===== config.mk =====
export PLATFORM = sky130hd
export DESIGN_NAME = song_sequencer
export DESIGN_NICKNAME = d
export VERILOG_FILES = /design/src/rtl/song_pkg.sv /design/src/rtl/song_beat_counter.sv /design/src/rtl/song_sequencer.sv
export SDC_FILE = /design/constraint.sdc
export NUM_CORES = 1
export LEC_CHECK = 0
export BUFFER_PORTS_ARGS = -buffer_cell sky130_fd_sc_hd__buf_2
export CORE_ASPECT_RATIO = 1.4
export CORE_UTILIZATION = 50
export DETAILED_ROUTE_END_ITERATION = 10
export GPL_TIMING_DRIVEN = 0
export PLACE_DENSITY = 0.87
export SKIP_LAST_GASP = 1
export SYNTH_ARGS = -nofsm -noshare
export SYNTH_HDL_FRONTEND = slang
export SYNTH_SLANG_ARGS = --single-unit

===== constraint.sdc =====
create_clock -name clk -period 3.4 [get_ports clk]
set_input_delay 0.68 -clock clk [delete_from_list [all_inputs] [get_ports clk]]
set_output_delay 0.68 -clock clk [all_outputs]
set_load 0.01 [all_outputs]

===== src/rtl/song_pkg.sv =====
// song_pkg
// Shared definitions for the song sequencer slice:
//   - song_rom word field positions ([15] reserved, [14:9] note, [8:0] duration)
//   - the end-of-song marker word
//   - sequencer state encoding
//   - is_end_marker(): true when note and duration are both zero; the reserved
//     bit does not take part in the match.
package song_pkg;

    localparam int NOTE_MSB = 14;
    localparam int NOTE_LSB = 9;
    localparam int DUR_MSB  = 8;
    localparam int DUR_LSB  = 0;

    localparam logic [15:0] END_MARKER = 16'h0000;
    localparam logic [15:0] FIELD_MASK = 16'h7FFF;

    localparam logic [2:0] S_IDLE    = 3'd0;
    localparam logic [2:0] S_FETCH   = 3'd1;
    localparam logic [2:0] S_LOAD    = 3'd2;
    localparam logic [2:0] S_HANDOFF = 3'd3;
    localparam logic [2:0] S_PLAY    = 3'd4;

    typedef enum logic [2:0] {
        ST_IDLE    = S_IDLE,
        ST_FETCH   = S_FETCH,
        ST_LOAD    = S_LOAD,
        ST_HANDOFF = S_HANDOFF,
        ST_PLAY    = S_PLAY
    } seq_state_t;

    function automatic logic is_end_marker(input logic [15:0] word);
        return (word & FIELD_MASK) == (END_MARKER & FIELD_MASK);
    endfunction

endpackage


===== src/rtl/song_beat_counter.sv =====
// beat_counter
// Loadable down-counter of beat strobes. Decrements once per cycle in which
// active, beat and play are all high; terminal flags a count of 1 so the
// owner can act on the beat that finishes the interval.
// Ports:
//   clk, rst_n  clock, async active-low reset (count -> 0)
//   clear       synchronous clear to 0 (highest priority)
//   load        synchronous load of load_val
//   load_val    value to load
//   active      owner is in its counting phase
//   beat, play  tempo strobe and run level; both must be high to count
//   terminal    count == 1
module beat_counter #(
    parameter int W = 9
) (
    input  logic         clk,
    input  logic         rst_n,
    input  logic         clear,
    input  logic         load,
    input  logic [W-1:0] load_val,
    input  logic         active,
    input  logic         beat,
    input  logic         play,
    output logic         terminal
);

    localparam logic [W-1:0] ONE = W'(1);

    logic [W-1:0] count;

    always_ff @(posedge clk or negedge rst_n) begin
        if (!rst_n) begin
            count <= '0;
        end else if (clear) begin
            count <= '0;
        end else if (load) begin
            count <= load_val;
        end else if (active && beat && play && (count != '0)) begin
            count <= count - ONE;
        end
    end

    assign terminal = (count == ONE);

endmodule


===== src/rtl/song_sequencer.sv =====
// song_sequencer
// Walks song_rom, offers each note to the note player over valid/ready and
// holds it for its duration in beats. current_addr only moves when a new note
// is loaded, giving note_display a stable lookahead base for a whole note.
// Ports:
//   clk, rst_n    clock, async active-low reset
//   play          run level (0 pauses beat counting once the note is handed off)
//   rewind        pulse, restart from address 0 (beats everything else)
//   beat          tempo strobe
//   rom_addr      song_rom address (ROM has one cycle read latency)
//   rom_data      song_rom word
//   current_addr  address of the sounding note
//   note          note code of the sounding note
//   note_valid    note offered; note_ready accepts
//   song_done     one-cycle pulse on the end marker
//
// state   | meaning
// IDLE    | stopped, outputs held, waiting for play
// FETCH   | rom_addr presented, waiting out ROM latency
// LOAD    | rom_data valid: end marker or new note
// HANDOFF | note_valid high until note_ready
// PLAY    | counting beats of the current note
module song_sequencer
    import song_pkg::*;
#(
    parameter int ADDR_W = 6,
    parameter int DUR_W  = 9,
    parameter bit LOOP   = 1'b0
) (
    input  logic              clk,
    input  logic              rst_n,
    input  logic              play,
    input  logic              rewind,
    input  logic              beat,
    output logic [ADDR_W-1:0] rom_addr,
    input  logic [15:0]       rom_data,
    output logic [ADDR_W-1:0] current_addr,
    output logic [5:0]        note,
    output logic              note_valid,
    input  logic              note_ready,
    output logic              song_done
);

    seq_state_t        state, state_nxt;
    logic [ADDR_W-1:0] rom_addr_nxt, current_addr_nxt;
    logic [5:0]        note_nxt;
    logic              note_valid_nxt, song_done_nxt;
    logic              cnt_load, cnt_clear, cnt_terminal;
    logic [DUR_W-1:0]  dur_field, dur_load;

    assign dur_field = rom_data[DUR_MSB:DUR_LSB];
    // A zero duration on a real note still sounds for one beat.
    assign dur_load  = (dur_field == '0) ? DUR_W'(1) : dur_field;

    beat_counter #(.W(DUR_W)) u_beat_counter (
        .clk      (clk),
        .rst_n    (rst_n),
        .clear    (cnt_clear),
        .load     (cnt_load),
        .load_val (dur_load),
        .active   (state == ST_PLAY),
        .beat     (beat),
        .play     (play),
        .terminal (cnt_terminal)
    );

    always_ff @(posedge clk or negedge rst_n) begin
        if (!rst_n) begin
            state        <= ST_IDLE;
            rom_addr     <= '0;
            current_addr <= '0;
            note         <= '0;
            note_valid   <= 1'b0;
            song_done    <= 1'b0;
        end else begin
            state        <= state_nxt;
            rom_addr     <= rom_addr_nxt;
            current_addr <= current_addr_nxt;
            note         <= note_nxt;
            note_valid   <= note_valid_nxt;
            song_done    <= song_done_nxt;
        end
    end

    always_comb begin
        state_nxt        = state;
        rom_addr_nxt     = rom_addr;
        current_addr_nxt = current_addr;
        note_nxt         = note;
        note_valid_nxt   = note_valid;
        song_done_nxt    = 1'b0;
        cnt_load         = 1'b0;
        cnt_clear        = 1'b0;

        if (rewind) begin
            // current_addr is left alone until the first note reloads it.
            note_valid_nxt = 1'b0;
            rom_addr_nxt   = '0;
            cnt_clear      = 1'b1;
            state_nxt      = play ? ST_FETCH : ST_IDLE;
        end else begin
            case (state)
                ST_IDLE: begin
                    if (play) state_nxt = ST_FETCH;
                end
                ST_FETCH: begin
                    state_nxt = ST_LOAD;
                end
                ST_LOAD: begin
                    if (is_end_marker(rom_data)) begin
                        song_done_nxt = 1'b1;
                        rom_addr_nxt  = '0;
                        if (LOOP) begin
                            state_nxt = ST_FETCH;
                        end else begin
                            current_addr_nxt = '0;
                            state_nxt        = ST_IDLE;
                        end
                    end else begin
                        note_nxt         = rom_data[NOTE_MSB:NOTE_LSB];
                        current_addr_nxt = rom_addr;
                        cnt_load         = 1'b1;
                        note_valid_nxt   = 1'b1;
                        state_nxt        = ST_HANDOFF;
                    end
                end
                ST_HANDOFF: begin
                    if (note_ready) begin
                        note_valid_nxt = 1'b0;
                        state_nxt      = ST_PLAY;
                    end
                end
                ST_PLAY: begin
                    if (beat && play && cnt_terminal) begin
                        rom_addr_nxt = rom_addr + ADDR_W'(1);
                        state_nxt    = ST_FETCH;
                    end
                end
                default: begin
                    state_nxt = ST_IDLE;
                end
            endcase
        end
    end

endmodule


==> impl_metrics.py <==
metrics = {
    "status": {
        "status": "complete, no violations",
    },
    "flow_run": {
        "max-cap-violations": 0,
    },
    "logic_synthesis": {
        "syn_area_mm2": 0.00178,
        "netlist.area_leader.share_pct": 44.9,
        "ys_async_sr_fraction_pct": 100,
        "yosys_warnings": 0,
        "postSynthAreaPerCell_um2": 9.49,
        "synth_top_flop_cell": "dfrtp_1",
        "ys_seq_elements": 32,
        "ys_types": 47,
        "yosys-top-cells-area": "dfrtp_1 45%, nand2_1 6.9%, mux2_2 5.0%",
        "synth-seq-area-share_pct": 44.9,
        "synth_edf_count": 0,
        "syn-num-nets": 214,
        "synth_top_cell_by_area": "dfrtp_1",
        "synth_cells": 188,
    },
    "pwr": {
        "p_sw_share_pct": 32.9,
        "vdd_drop_max_mv": 0.370,
        "switchingPower_uw": 349,
        "p_int_uw": 713,
        "power_frac_seq_pct": 44.6,
        "clkPwrFrac_pct": 26.5,
        "power_density_mw_per_mm2": 502,
        "p_leak_nw": 1.02,
        "power_frac_comb_pct": 28.8,
    },
    "timing": {
        "finalCriticalPeriod_ns": 2.40,
        "whs_ns": 0.451,
        "slew-limit-headroom_pct": 51.2,
        "setup_tns_ns": 0,
        "skew_ns": 0.00438,
        "setup_violations": 0,
        "clock.fmax_ghz": 0.417,
        "period_share_pct": 70.5,
        "drv_slew": 0,
        "worstMarginPinSlew_ns": 0.732,
        "rsz0062_at_grt": "false",
        "final_hold_viol_count": 0,
    },
    "routing": {
        "drtIter0Drc": 60,
        "ant_nets": 0,
        "post_drt_wl_per_cell_um": 16.9,
        "drc": 0,
        "routed_wirelength_mm": 4.64,
        "first_pass_iters": 4,
        "via_per_inst": 6.27,
        "via_count": 1724,
    },
    "global_route": {
        "first_global_vias": 1617,
        "grt_max_degree": 33,
        "gr-total-overflow": 0,
        "grt_use_met2_pct": 44.6,
        "track_usage_pct": 26.6,
        "grt_pass1_wl_mm": 7.51,
        "antenna_found_initial": 0,
        "grtUsageMet1_pct": 31.8,
        "busiest_layer": "met2",
        "grt_use_met3_pct": 5.83,
    },
    "setup_path": {
        "critPathRequiredTime_ns": 3.62,
        "crit_slowest_cell": "or4_1",
        "crit_path_cell_trace": "buf_2, or4_1, nor3_1, nand2_1, a21oi_1, a32o_1",
        "slowest_delay_ns": 0.55,
        "crit_type": "in2reg",
        "arrival_ns": 2.61,
        "crit_buf_inv": 1,
        "path_max_fanout": 9,
        "endpoint_kind": "register",
        "startpoint_type": "input pin",
        "crit_family": "simple AND/OR/NAND/NOR gates",
    },
    "clock_network": {
        "clk_pin_slew_ns": 0.07,
        "cts_root_buffer": "clkbuf_8",
        "cts_tree": "built",
        "post_cts_resized": 0,
        "cts_htree_levels": 2,
        "clk_latency_ns": 0.28,
        "cts_buffers": 5,
        "cts_setup_buffers": 0,
        "cts_buffer_depth": 2,
        "holdBufCountCts": 0,
        "clock-sinks": 32,
    },
    "place": {
        "gp_congestion": 0.868,
        "port_buffers": 40,
        "dp_hpwl_mm": 3.20,
    },
    "floorplan": {
        "initial_core_util_pct": 52.8,
        "fp.dieArea_mm2": 0.00381,
        "coreArea_mm2": 0.00338,
        "die-width_um": 52.5,
        "die_y_um": 72.7,
        "ios": 42,
        "rows": 25,
    },
    "worst_hold_path": {
        "hold_class": "in2async",
    },
    "finish": {
        "drive_gt1_share_pct": 26.4,
        "diodes": 0,
        "post-route-util_pct": 62.6,
        "syn_to_final_growth_pct": 18.6,
        "seqCellArea_um2": 801,
        "num-nets-final": 261,
        "n_fill_cell": 302,
        "multi_input_area_um2": 946,
    },
}
[registers in the layout, summed over array words and instances (netlist names)]
name	cells
note_valid	1
u_beat_counter.count	9
state	3
rom_addr	6
note	6
current_addr	6
song_done	1
[cell usage after synthesis (2+ instances only)]
cell type  instances
nand2_1           33
dfrtp_1           32
nor2_1            16
nand3_1           12
a21oi_1           10
mux2_2             8
a32o_1             6
and3_1             6
a22o_1             5
clkbuf_1           4
ha_1               4
a31oi_1            3
inv_1              3
nor3_1             3
nor4_1             3
o21ai_0            3
a211oi_1           2
a32oi_1            2
nand2b_1           2
o21bai_1           2
or4_1              2
xnor2_1            2
[cells by family after synthesis]
group,after synthesis,synth area share (%)
compound gates,45,19.6
xor+xnor,2,0.982
fa+ha+maj,4,2.81
buf+inv,8,2.10
flops,32,44.9
mux,8,5.05
simple gates,89,24.6
[through the flow]
step / instance area [um^2] / total power, mW / instances / setup WS, ns
after global routing: 2120 / 1.12 / 275 / 0.936
after global placement: 2030 / 0.768 / 268 / 0.756
after floorplan: 1780 / 0.674 / 188 / 0.955
after CTS: 2120 / 1.06 / 275 / 1.04
after detailed placement: 2030 / 0.777 / 268 / 0.745
final: 2120 / 1.06 / 275 / 1.00
[power groups by stage]
stage                     combinational [mW]  sequential (mW)  clock [mW]
final                                  0.306            0.474       0.281
after global routing                   0.335            0.481       0.306
after CTS                              0.304            0.473       0.283
after detailed placement               0.298            0.479           0
after global placement                 0.292            0.476           0
after floorplan                        0.180            0.494           0
[layout make-up]
type,instances,share of cell area (%)
multi-input cells,148,44.7
flip-flops and latches,32,37.8
repair buffers,40,9.46
clock buffers,5,3.25
well taps,40,2.37
plain buffers,5,1.24
clock inverters,2,0.591
inverters,3,0.532
[routing by layer]
| layer | up-vias | share of wire [%] | wire (um) |
|---|---|---|---|
| met2 | 86 | 51 | 2380 |
| li1 | 790 | - | - |
| met4 | 0 | 2.9 | 135 |
| met3 | 18 | 5.8 | 268 |
| met5 | - | 0 | 0 |
| met1 | 830 | 40 | 1850 |
[worst paths after layout]
path / endpoint / cells past startpoint / startpoint / slack, ns
max: u_beat_counter.count[2] / 6 / rom_data[11] / 1.00
min: current_addr[4] / 1 / rst_n / 0.45
max reg2reg: rom_addr[2] / 5 / u_beat_counter.count[5] / 1.08
min reg2reg: current_addr[3] / 2 / current_addr[3] / 0.46
max in group asynchronous: u_beat_counter.count[4] / 1 / rst_n / 2.48
min in group clk: current_addr[3] / 2 / current_addr[3] / 0.46
[placed cells by master (no fill, tap or decap), types with 4 or more instances in the layout]
master and n:
ha_1 4, nand2_1 33, nand3_1 12, a32o_1 6, dfrtp_1 32, a22o_1 5, nor2_1 16, buf_2 40
clkbuf_8 5, a21oi_1 10, mux2_2 8, clkbuf_1 4, and3_1 6
[worst register-to-register path, stage by stage, from the launching register on]
cell and delay (ns):
dfrtp_1 0.43, nor3_1 0.58, nand4_1 0.36, nor2_1 0.46
o22a_1 0.26, a211oi_1 0.09
Power figures use the tool's default switching activity.
